[config.mk]
export PLATFORM = sky130hd
export DESIGN_NAME = adder_share_ctrl
export DESIGN_NICKNAME = d
export VERILOG_FILES = /design/src/rtl/adder_share_pkg.sv /design/src/rtl/adder_share_ctrl_rr_arbiter.sv /design/src/rtl/adder_share_ctrl.sv
export SDC_FILE = /design/constraint.sdc
export NUM_CORES = 1
export LEC_CHECK = 0
export CORE_MARGIN = 5
export CORE_UTILIZATION = 45
export CTS_BUF_LIST = sky130_fd_sc_hd__clkbuf_8
export CTS_CLUSTER_SIZE = 30
export DETAILED_ROUTE_END_ITERATION = 6
export GPL_ROUTABILITY_DRIVEN = 0
export PLACE_DENSITY = 0.85
export SYNTH_ARGS = -nofsm -noshare
export SYNTH_HDL_FRONTEND = slang
export SYNTH_SLANG_ARGS = --single-unit
[constraint.sdc]
create_clock -name clk -period 3.3 [get_ports clk]
set_input_delay 0.99 -clock clk [delete_from_list [all_inputs] [get_ports clk]]
set_output_delay 0.99 -clock clk [all_outputs]
set_load 0.02 [all_outputs]
[src/rtl/adder_share_pkg.sv]
// adder_share_pkg: shared constants for the adder_share_ctrl scheduler.
// State encoding is kept as plain 2-bit constants so legacy tools and
// waveform viewers see the same numeric values (IDLE=0 .. ACK=3).
package adder_share_pkg;

    localparam logic [1:0] IDLE  = 2'd0;
    localparam logic [1:0] GRANT = 2'd1;
    localparam logic [1:0] WAIT  = 2'd2;
    localparam logic [1:0] ACK   = 2'd3;

    // Largest supported requester count.
    localparam int N_REQ_MAX = 4;

    // Default watchdog limit, in WAIT cycles.
    localparam int TIMEOUT_DEFAULT = 64;

    // Width of a requester index; never zero, even for degenerate counts.
    function automatic int idx_w(input int n);
        return (n > 1) ? $clog2(n) : 1;
    endfunction

endpackage

[src/rtl/adder_share_ctrl_rr_arbiter.sv]
// rr_arbiter: combinational round-robin pick. Search starts at ptr and wraps
// upward; the first asserted req wins. Outputs a one-hot grant and the
// binary index of the winner (both zero when nothing is requesting).
module rr_arbiter
    import adder_share_pkg::*;
#(
    parameter int N_REQ = 2,
    parameter int IW    = idx_w(N_REQ)
) (
    input  logic [N_REQ-1:0] req,
    input  logic [IW-1:0]    ptr,
    output logic [N_REQ-1:0] grant,
    output logic [IW-1:0]    idx
);

    logic [IW:0] cand;
    logic        found;

    // Walk the requesters in priority order ptr, ptr+1, ... modulo N_REQ.
    always_comb begin
        grant = '0;
        idx   = '0;
        found = 1'b0;
        cand  = '0;
        for (int k = 0; k < N_REQ; k++) begin
            cand = {1'b0, ptr} + (IW+1)'(k);
            if (cand >= (IW+1)'(N_REQ))
                cand = cand - (IW+1)'(N_REQ);
            if (!found && req[cand[IW-1:0]]) begin
                found                = 1'b1;
                grant[cand[IW-1:0]]  = 1'b1;
                idx                  = cand[IW-1:0];
            end
        end
    end

endmodule

[src/rtl/adder_share_ctrl.sv]
// adder_share_ctrl: shares one adder control unit + datapath among N_REQ
// requesters. IDLE picks a winner round-robin and latches its operands,
// GRANT pulses S, WAIT holds until done, ACK returns the result.
// Optional watchdog: define ADDSHARE_TIMEOUT_EN to abort a WAIT that lasts
// TIMEOUT_CYCLES cycles (result forced to 0, err pulsed with ack).
module adder_share_ctrl
    import adder_share_pkg::*;
#(
    parameter int N_REQ          = 2,
    parameter int WIDTH          = 8,
    parameter int TIMEOUT_CYCLES = TIMEOUT_DEFAULT
) (
    input  logic                   clk,
    input  logic                   RESET,
    input  logic [N_REQ-1:0]       req,
    input  logic [N_REQ*WIDTH-1:0] opA,
    input  logic [N_REQ*WIDTH-1:0] opB,
    output logic                   S,
    output logic [WIDTH-1:0]       A_bus,
    output logic [WIDTH-1:0]       B_bus,
    input  logic                   done,
    input  logic [WIDTH-1:0]       res_in,
    output logic [N_REQ-1:0]       gnt,
    output logic [N_REQ-1:0]       ack,
    output logic [WIDTH-1:0]       result,
    output logic                   busy,
    output logic                   err
);

    localparam int IW = idx_w(N_REQ);

    // Reject unsupported configurations at elaboration.
    if (N_REQ < 2 || N_REQ > N_REQ_MAX || TIMEOUT_CYCLES < 1) begin : g_bad_cfg
        $error("adder_share_ctrl: unsupported N_REQ/TIMEOUT_CYCLES");
    end

    logic [1:0]                  state;
    logic [IW-1:0]               ptr;
    logic [IW-1:0]               win;
    logic [N_REQ-1:0]            arb_gnt;
    logic [IW-1:0]               arb_idx;
    logic [N_REQ-1:0][WIDTH-1:0] a_arr;
    logic [N_REQ-1:0][WIDTH-1:0] b_arr;

    assign a_arr = opA;
    assign b_arr = opB;

    rr_arbiter #(.N_REQ(N_REQ), .IW(IW)) u_arb (
        .req   (req),
        .ptr   (ptr),
        .grant (arb_gnt),
        .idx   (arb_idx)
    );

    // Outputs that are pure state decodes; gnt is still valid in ACK.
    assign S    = (state == GRANT);
    assign busy = (state != IDLE);
    assign ack  = (state == ACK) ? gnt : '0;

`ifdef ADDSHARE_TIMEOUT_EN
    localparam int CW = $clog2(TIMEOUT_CYCLES + 1);
    logic [CW-1:0] cnt;
    logic          err_q;
    assign err = err_q;
`else
    assign err = 1'b0;
`endif

    // Main sequencer: arbitration, operand latch, done capture, pointer advance.
    always_ff @(posedge clk) begin
        if (RESET) begin
            state  <= IDLE;
            ptr    <= '0;
            win    <= '0;
            gnt    <= '0;
            A_bus  <= '0;
            B_bus  <= '0;
            result <= '0;
`ifdef ADDSHARE_TIMEOUT_EN
            cnt    <= '0;
            err_q  <= 1'b0;
`endif
        end else begin
            case (state)
                IDLE: begin
                    if (|req) begin
                        A_bus <= a_arr[arb_idx];
                        B_bus <= b_arr[arb_idx];
                        gnt   <= arb_gnt;
                        win   <= arb_idx;
                        state <= GRANT;
                    end
                end
                GRANT: begin
`ifdef ADDSHARE_TIMEOUT_EN
                    cnt   <= '0;
`endif
                    state <= WAIT;
                end
                WAIT: begin
                    if (done) begin
                        result <= res_in;
                        state  <= ACK;
                    end
`ifdef ADDSHARE_TIMEOUT_EN
                    // WAIT lasts at most TIMEOUT_CYCLES cycles; a late done loses.
                    else if (cnt == CW'(TIMEOUT_CYCLES - 1)) begin
                        result <= '0;
                        err_q  <= 1'b1;
                        state  <= ACK;
                    end else begin
                        cnt <= cnt + CW'(1);
                    end
`endif
                end
                ACK: begin
                    gnt   <= '0;
                    ptr   <= (win == IW'(N_REQ - 1)) ? '0 : win + IW'(1);
`ifdef ADDSHARE_TIMEOUT_EN
                    err_q <= 1'b0;
`endif
                    state <= IDLE;
                end
                default: state <= IDLE;
            endcase
        end
    end

endmodule

# Word level (Yosys, flattened, before mapping)
# Index checks and enable logic that the tools add are counted.
[classes] n_reduce_logical=12 n_lt_le_gt_ge=7 add_sub_neg=4 mux=26 n_mul=0 shifts=0 div=0 n_eq_ne=5 bitwise_logic=1
[ops] operator="2-to-1 mux 8 bit" n=4
[ops] operator="2-to-1 mux 1 bit" n=12
[ops] operator="2-to-1 mux 2 bit" n=6
[ops] operator="one-hot mux 2 bit (4 select lines)" n=1
[ops] operator="AND reduction 2 bit" n=4
[ops] operator="less-than comparator 1 x 2 -> 1 bit, second input constant" n=3
[ops] operator="equality test 2 bit, second input constant" n=2
[ops] operator="!= test 2 bit, second input constant" n=2
[ops] operator="one-hot mux 2 bit (2 select lines)" n=1
[ops] operator="nonzero test 2 bit" n=2
[ops] operator="logical AND 1 bit" n=3
[ops] operator="adder 1 x 1 -> 2 bit, second input constant" n=1
[ops] operator="demux 1 bit (select 1 bit)" n=2
[ops] operator="equality test 2 x 1 -> 1 bit, second input constant" n=1
[ops] operator="greater-or-equal comparator 1 bit, second input constant" n=2
[ops] operator="greater-or-equal comparator 1 x 2 -> 1 bit, second input constant" n=1
[ops] operator="greater-or-equal comparator 2 bit, second input constant" n=1
[ops] operator="logical NOT 2 bit" n=1
[ops] operator="bitwise OR 2 bit" n=1
[ops] operator="OR reduction 2 bit" n=1
[ops] operator="subtractor 1 bit, second input constant" n=2
[ops] operator="adder 1 bit, second input constant" n=1
[ops] operator="logical NOT 1 bit" n=1
[word_totals] ramBits=0 in_bits=45 latchBits=0 word_cells=62 output_inout_bits=31 mem_count=0 romBits=0 regBits=30

# Logic depth before layout (Yosys ltp)
# Gate-level depths: netlist of run 1.
[logic_depth] depth_word=11 depth_mapped=7 depth_no_buf=5

# Modules after synthesis
# Synthesis of run 1 repeated with hierarchy kept, for this count alone.
[hier_totals] hier_cells=152 hier_area_um2=1460.2
[by_module_without_submodules] module="adder_share_ctrl" n_inst=1 area_each_um2=1430.1 seq_area_each_um2=600.6 cells_per_inst=148
[by_module_without_submodules] module="rr_arbiter" n_inst=1 area_each_um2=30.0 seq_area_each_um2=0.0 cells_per_inst=4

# Worst setup path after synthesis of run 1
# OpenSTA, ideal clock, no wires.
[synth_path] path_type="flip-flop to output port" startpoint="register state[0]" endpoint="output busy" t_required_ps=2310 path_buffers=1 path_slack_ps=1423 stages_incl_launch_ff=5 arrival_ps=887 path_cell_list="dfxtp_1 inv_1 ha_1 buf_4 inv_1"
[synth_between] elab_chain_cells=1
[synth_lines] element="start: declaration" line_no="adder_share_ctrl.sv:37" text="logic [1:0] state;"
[synth_lines] element="start signal: assignment" line_no="adder_share_ctrl.sv:72" text="state <= IDLE;"
[synth_lines] element="start signal: assignment" line_no="adder_share_ctrl.sv:91" text="state <= GRANT;"
[synth_lines] element="start signal: assignment" line_no="adder_share_ctrl.sv:98" text="state <= WAIT;"
[synth_lines] element="nonzero test 2 bit" line_no="adder_share_ctrl.sv:57" text="assign busy = (state != IDLE);"
[synth_lines] element="end: declaration" line_no="adder_share_ctrl.sv:26" text="output logic busy,"
# No other way between the ends.

# Final worst setup path of run 1
# Ends and elaborated chain as after synthesis.

==> reports/results.tsv, run 1 <==
metric	value	unit
outcome	finished, final reports clean	
FP Rows	21	
CP Capture Point	busy	
largest net degree at the start of global routing	33	
Clock transition at path regs	0.06	ns
DR WL/cell	13.8	um
Post-DP HPWL	2950	um
CORE AREA	3390	um2
Worst Setup SP	state[0]	
R2R Path End	A_bus[0]	
IO Pins	76	
routed via count	1476	
die area	4840	um2
Max Buffers Root-to-Sink	2	
Layout Utilization	0.693	
syn avg cell area	9.17	um2
commonest cells after routing, fill and taps aside	74 x clkdlybuf4s50_1, 30 x dfxtp_1, 26 x nand3_1	
Final Hold Fails	0	
Non-Filler Instances	288	
slowest cell delay on critical path	0.60	ns
max_cap viols	0	
Setup Buffers After CTS	0	
period utilization	0.831	
Layout Nets	290	
fraction of layout cells with a size suffix above 1	0.132	
DRC errors left	0	
initial antenna violation count	0	
drt total wl	3980	um
reg-to-reg critical path startpoint	state[0]	
CTS tree	yes	
die width	69.5	um
Synth cell types	29	
post-route ant nets	0	
Critical Path RT	2.31	ns
Initial DRC Count	84	
slowest stage cell on the critical path	clkdlybuf4s50_1	
Slew Limit Fails	0	
R2R cell count	5	
Sw Ratio	0.367	
GRT Total Usage	0.169	
CP arrival	1.75	ns
H-tree levels	2	
CTS Hold Bufs	0	
Clock Root Buffer	clkbuf_8	
combinational cell fraction of total power	0.467	
post-cts sizing count	0	
PortBufs	74	
leakage power	0.000835	uW
Seq cells post-synth	30	
DIE HEIGHT	69.5	um
initial core utilization	0.471	
routed vias/inst	5.13	
hold depth	2	
CP most frequent cell	inv_1	
Internal Pwr Total	1060	uW
post-placement cell count	280	
post-synthesis cell area	1600	um2
commonest non-fill, non-tap cell in the layout	clkdlybuf4s50_1	
Sum Neg Setup Slack	0	ns
clock share of power	0.214	
Rel. slew slack	0.536	
Hold WC Path Type	reg2reg	
Pre-Repair DR Iteration Count	4	
crit path kind	reg2out	
gr ovfl total	0	
sequential power share	0.319	
critical path fanouts, max	9	
reg2reg setup slack	1.63	ns
pin slew with the least headroom to its limit	0.695	ns
Peak VDD IR	0.477	mV
Sw Pwr	615	uW
global-route wire length before repair	6660	um
FMAX	365	MHz
synth-to-layout area growth	47.3	%
CTS Buf Count	5	
Final Skew	0.00548	ns
clock sinks	30	
fin crit period	2.74	ns
unrepaired setup endpoints after global routing	false	
Critical Path End Type	output port	
Synth warnings	0	
Syn Nets	223	
diode count	0	
worst-skew pair later-pin latency	0.28	ns
sequential-to-total area share from yosys stat	0.376	
Synth Instances	174	
Worst setup SP type	register	
Final setup viols	0	
crit-path cells	inv_1 > ha_1 > inv_1 > clkdlybuf4s50_1	
P per Cell Area	713	nW/um2
vias in the first global route	1401	
==> cells in the mapped netlist <==
| cell | n | area share |
|---|---|---|
| a21oi_1 | 12 | 0.038 |
| a311oi_1 | 6 | 0.033 |
| a311oi_2 | 10 | 0.094 |
| a32oi_1 | 1 | 0.0055 |
| and2_1 | 2 | 0.0078 |
| and2b_4 | 1 | 0.0063 |
| buf_12 | 1 | 0.013 |
| buf_2 | 1 | 0.0031 |
| buf_4 | 2 | 0.0094 |
| buf_6 | 5 | 0.035 |
| buf_8 | 1 | 0.0094 |
| clkbuf_1 | 2 | 0.0047 |
| clkbuf_4 | 1 | 0.0047 |
| clkbuf_8 | 3 | 0.026 |
| conb_1 | 1 | 0.0024 |
| dfxtp_1 | 30 | 0.38 |
| ha_1 | 4 | 0.031 |
| inv_1 | 6 | 0.014 |
| mux2i_1 | 2 | 0.013 |
| nand2_1 | 10 | 0.024 |
| nand2b_1 | 3 | 0.012 |
| nand3_1 | 26 | 0.082 |
| nor2_1 | 21 | 0.049 |
| nor2b_1 | 1 | 0.0039 |
| nor3b_1 | 2 | 0.0094 |
| o21a_1 | 1 | 0.0047 |
| o21a_4 | 1 | 0.0094 |
| o21ai_0 | 8 | 0.025 |
| o21ai_2 | 10 | 0.055 |
==> registers in the layout, summed over array words and instances (netlist names) <==
register,count
A_bus,8
state,2
win,1
ptr,1
gnt,2
B_bus,8
result,8
==> kinds of logic after synthesis <==
family	after synthesis	synth area share
AND/OR/NAND/NOR	66	0.194
AO/OA/AOI/OAI	49	0.264
flip-flops	30	0.376
buffers and inverters	22	0.119
adder cells (fa/ha/maj)	4	0.0314
multiplexers	2	0.0125
other	1	0.00235
==> metrics by stage <==
step                total power (uW)  instance area [um2]  setup WS (ns)  hold WS (ns)
finish                          1680                 2350          0.558         0.453
global route                    1770                 2350          0.462         0.476
CTS                             1690                 2350          0.534         0.456
detailed placement              1330                 2240          0.546         0.447
global placement                1320                 2240          0.621         0.442
floorplan                       1050                 1600           1.42         0.454
==> worst min-delay path by stage <==
stage / from / end
global route: result[2] / result[2]
detailed placement: result[0] / result[0]
CTS: result[0] / result[0]
floorplan: win / win
finish: result[6] / result[6]
global placement: result[7] / result[7]
==> power by group through the flow <==
| stage | Combinational [uW] | Clock [uW] | Sequential (uW) |
|---|---|---|---|
| final | 783 | 359 | 534 |
| after global placement | 779 | 0 | 538 |
| after global routing | 846 | 378 | 547 |
| after floorplan | 398 | 0 | 656 |
| after CTS | 791 | 366 | 535 |
| after detailed placement | 787 | 0 | 542 |
==> per-layer routing <==
metal | global-route usage | vias up | share of wire
met1 | 0.200 | 671 | 0.42
met4 | 0.0803 | 0 | 0.023
li1 | - | 751 | -
met3 | 0.0333 | 9 | 0.056
met2 | 0.291 | 45 | 0.50
met5 | 0 | - | 0
==> worst max-delay path, delay by kind of cell, from the launching register on <==
family,cells,cell delay (ns)
fa+ha+maj,1,0.32
buf+inv,3,0.78
flops,1,0.38
==> final cells by class <==
type                    count  area, um2
fillers                   267       1040
flip-flops and latches     30        601
clock inverters             3       40.0
inverters                   6       22.5
repair buffers             76        756
well taps                  46       57.6
clock buffers               5       68.8
multi-input cells         122        805
Power figures use the tool's default switching activity.
==> run 2: changes to the inputs <==
- CORE_UTILIZATION: 45 -> 38
- PLACE_DENSITY: 0.85 -> 0.76
- clock period: 3.3 -> 2.2 ns (I/O delays scaled with it)
==> run 2 against run 1 <==
Net effect: power is 46% higher; clock skew is 0.0042 ns lower; via count is 0.88% higher; wire length is 3.4% higher; worst hold slack better by 0.0037 ns; clock-buffer cell count stayed put; utilization is 9.3 points lower; sequential share of layout area is 0.73 points lower; critical path depth is 1 lower; cell count is 4.5% higher; setup slack worse by 0.46 ns; critical endpoint is now S; largest cell class is now buffers.
==> reports/results.tsv, run 2 (same netlist as run 1, synthesis figures left out) <==
metric	value	unit
commonest non-fill, non-tap cell in the layout	clkdlybuf4s50_1	
DRC errors left	0	
Final setup viols	0	
Slew Limit Fails	0	
period utilization	0.954	
Initial DRC Count	52	
CORE AREA	4030	um2
routed vias/inst	4.95	
FP Rows	23	
reg2reg setup slack	0.70	ns
R2R cell count	6	
Peak VDD IR	0.499	mV
Final Skew	0.00126	ns
initial core utilization	0.396	
hold depth	2	
slowest stage cell on the critical path	clkdlybuf4s50_1	
GRT Total Usage	0.152	
total power	2440	uW
Pre-Repair DR Iteration Count	6	
CTS Buf Count	5	
synth-to-layout area growth	51.6	%
gr ovfl total	0	
Top Registers	A_bus (8), B_bus (8), result (8)	
Clock transition at path regs	0.06	ns
routed via count	1489	
DR WL/cell	13.7	um
global-route wire length before repair	6560	um
CP arrival	1.44	ns
Critical Path End Type	output port	
worst-skew pair later-pin latency	0.28	ns
Worst Setup SP	state[1]	
CTS tree	yes	
Setup Buffers After CTS	0	
Hold Path End	result[6]	
multi-input logic area	805	um2
DIE HEIGHT	74.8	um
Critical Path RT	1.54	ns
reg-to-reg critical path startpoint	state[0]	
commonest cells after routing, fill and taps aside	71 x clkdlybuf4s50_1, 30 x dfxtp_1, 26 x nand3_1	
min-delay src	result[6]	
H-tree levels	2	
fraction of layout cells with a size suffix above 1	0.155	
critical path fanouts, max	4	
Worst setup SP type	register	
Sum Neg Setup Slack	0	ns
slowest cell delay on critical path	0.53	ns
largest net degree at the start of global routing	23	
FMAX	477	MHz
unrepaired setup endpoints after global routing	false	
Post-DP HPWL	3110	um
post-route ant nets	0	
crit-path cells	inv_1 > ha_1 > clkdlybuf4s50_1	
die width	74.8	um
Final Hold Fails	0	
max_cap viols	0	
leakage power	0.000893	uW
Layout Nets	300	
diode count	0	
CTS Hold Bufs	0	
outcome	finished, final reports clean	
clock sinks	30	
P per Cell Area	1010	nW/um2
FF/Latch Area	601	um2
drt total wl	4120	um
PortBufs	74	
R2R Path End	state[1]	
fin crit period	2.10	ns
Max Buffers Root-to-Sink	2	
die area	5590	um2
vias in the first global route	1507	
Clock Root Buffer	clkbuf_8	
Hold WC Path Type	reg2reg	
IO Pins	76	
crit path kind	reg2out	
initial antenna violation count	0	
FILL cells	378	
==> run 2: changes by cell type in the layout (fill, tap and decap cells not counted), sizes merged <==
cell | before | now
buf | 2 | 12
clkdlybuf4s50 | 74 | 71
dlygate4sd2 | 0 | 3
clkinv | 2 | 0
inv | 6 | 8
bufinv | 1 | 0
==> run 2: through the flow <==
step / hold WS, ns / worst slack [ns] / instances / area (um2) / utilization
4_1_cts: 0.459 / 0.0793 / 301 / 2420 / 0.600
6_report: 0.456 / 0.102 / 301 / 2420 / 0.600
2_1_floorplan: 0.454 / 0.653 / 174 / 1600 / -
3_3_place_gp: 0.442 / 0.131 / 294 / 2350 / 0.582
3_5_place_dp: 0.449 / 0.0995 / 294 / 2350 / 0.582
5_1_grt: 0.480 / 0.0380 / 301 / 2420 / 0.600
==> run 2: power breakdown <==
part | internal (uW) | total (uW) | switching (uW)
logic | 607 | 1240 | 631
registers | 709 | 805 | 95.6
clock network | 208 | 396 | 188
total | 1520 | 2440 | 915
==> run 2: worst max-delay path, delay by kind of cell, from the launching register on <==
family                   cells  cell delay, ns
buffers and inverters        2            0.61
flip-flops                   1            0.38
adder cells (fa/ha/maj)      1            0.17
==> run 2: worst max-delay path by stage <==
stage	endpoint	slack [ns]
2_1_floorplan	busy	0.65
3_3_place_gp	A_bus[4]	0.13
3_5_place_dp	A_bus[7]	0.1
4_1_cts	S	0.08
5_1_grt	S	0.04
6_report	S	0.10
==> run 2: layout make-up <==
cell class                 instances  area share
timing repair buffer              86       0.352
multi-input combinational        122       0.333
sequential                        30       0.248
clock buffer                       5      0.0285
tap                               50      0.0259
inverter                           6     0.00931
clock inverter                     2     0.00310
==> run 2: routing by layer <==
layer,vias up,share of wire,global-route usage
met3,2,0.069,0.0374
met1,672,0.42,0.175
met5,-,0,0
met2,44,0.50,0.267
li1,771,-,-
met4,0,0.0078,0.0652
==> run 2: repair_timing <==
action	4_1_cts	5_1_grt
endpoints found under the setup margin	3	0
hold endpoints to repair	0	0
resized for setup	3	0
==> run 3: changes to the inputs <==
- CAP_MARGIN: not set -> 20
- REMOVE_ABC_BUFFERS: not set -> 1
==> run 3 against run 2 <==
Net effect: clock power rose by 12%; sequential share of layout area rose by 0.26 points; cell count fell by 1.0%; critical path depth did not move; via count rose by 2.1%; final area fell by 1.0%; utilization fell by 0.62 points; global-route usage rose by 0.59 points; largest power group unchanged.
==> reports/results.tsv, run 3 (same netlist as run 1, synthesis figures left out) <==
metric	value	unit
IO Pins	76	
gr ovfl total	0	
multi-input logic area	807	um2
FF/Latch Area	601	um2
unrepaired setup endpoints after global routing	false	
period utilization	0.961	
FMAX	473	MHz
commonest non-fill, non-tap cell in the layout	clkdlybuf4s50_1	
routed vias/inst	5.10	
Initial DRC Count	88	
global-route wire length before repair	6690	um
max_cap viols	0	
die width	74.8	um
vias in the first global route	1474	
reg-to-reg critical path startpoint	state[0]	
Final setup viols	0	
CTS Buf Count	5	
leakage power	0.000872	uW
Worst setup SP type	register	
Post-DP HPWL	3100	um
DRC errors left	0	
DIE HEIGHT	74.8	um
Slew Limit Fails	0	
Setup Buffers After CTS	0	
diode count	0	
commonest cells after routing, fill and taps aside	71 x clkdlybuf4s50_1, 30 x dfxtp_1, 26 x nand3_1	
initial antenna violation count	0	
initial core utilization	0.396	
CTS Hold Bufs	0	
H-tree levels	2	
DR WL/cell	14.1	um
Pre-Repair DR Iteration Count	4	
Critical Path RT	1.54	ns
Top Registers	A_bus (8), B_bus (8), result (8)	
FP Rows	23	
worst-skew pair later-pin latency	0.28	ns
post-route ant nets	0	
R2R cell count	6	
Clock Root Buffer	clkbuf_8	
Layout Nets	296	
Hold WC Path Type	reg2reg	
largest net degree at the start of global routing	33	
R2R Path End	B_bus[1]	
Critical Path End Type	output port	
CP Capture Point	S	
reg2reg setup slack	0.63	ns
fin crit period	2.12	ns
routed via count	1521	
clock sinks	30	
drt total wl	4220	um
outcome	finished, final reports clean	
die area	5590	um2
synth-to-layout area growth	50.0	%
Layout Utilization	0.594	
PortBufs	74	
crit path kind	reg2out	
Sum Neg Setup Slack	0	ns
Max Buffers Root-to-Sink	2	
Peak VDD IR	0.404	mV
GRT Total Usage	0.158	
Final Skew	0.00455	ns
FILL cells	375	
CTS tree	yes	
Worst Setup SP	state[1]	
CP arrival	1.46	ns
critical path fanouts, max	4	
post-cts sizing count	4	
Final Hold Fails	0	
CORE AREA	4030	um2
P per Cell Area	1020	nW/um2
fraction of layout cells with a size suffix above 1	0.153	
Clock transition at path regs	0.06	ns
-- run 3: where the power goes --
part	internal, uW	switching [uW]	leakage (uW)
combinational	563	628	0.000573
sequential	709	97.2	0.000247
clock	247	197	0.0000524
total	1520	922	0.000872
-- run 3: how the worst min path moves through the flow --
stage / slack [ns] / cells after the start / start / to
after floorplan: 0.45 / 2 / win / win
after global placement: 0.44 / 2 / result[6] / result[6]
after detailed placement: 0.45 / 2 / result[6] / result[6]
after CTS: 0.46 / 2 / result[6] / result[6]
after global routing: 0.48 / 2 / result[6] / result[6]
final: 0.45 / 2 / result[6] / result[6]
-- run 3: routing by layer --
metal  GRT usage  share of wire
met3      0.0441          0.088
met2       0.262           0.48
met5           0              0
met1       0.189           0.41
met4      0.0751          0.017
-- run 3: cell type report --
type                       count  share of cell area
tap                           50              0.0261
clock inverter                 2             0.00366
sequential                    30               0.251
multi-input combinational    122               0.337
inverter                       6             0.00941
timing repair buffer          82               0.338
clock buffer                   6              0.0345
-- run 3: critical path, stage by stage (launching register included) --
cell and delay, ns:
dfxtp_1 0.38, inv_1 0.08, ha_1 0.18, clkdlybuf4s50_1 0.53
-- run 3: stage by stage --
stage	hold slack (ns)	instances	setup WS (ns)	power (uW)	area [um2]
after detailed placement	0.447	290	0.0176	2020	2300
after CTS	0.455	298	0.0781	2470	2390
after global placement	0.442	290	0.0860	2000	2300
final	0.452	298	0.0849	2440	2390
after global routing	0.480	298	0.00875	2610	2390
after floorplan	0.454	158	0.687	1470	1430
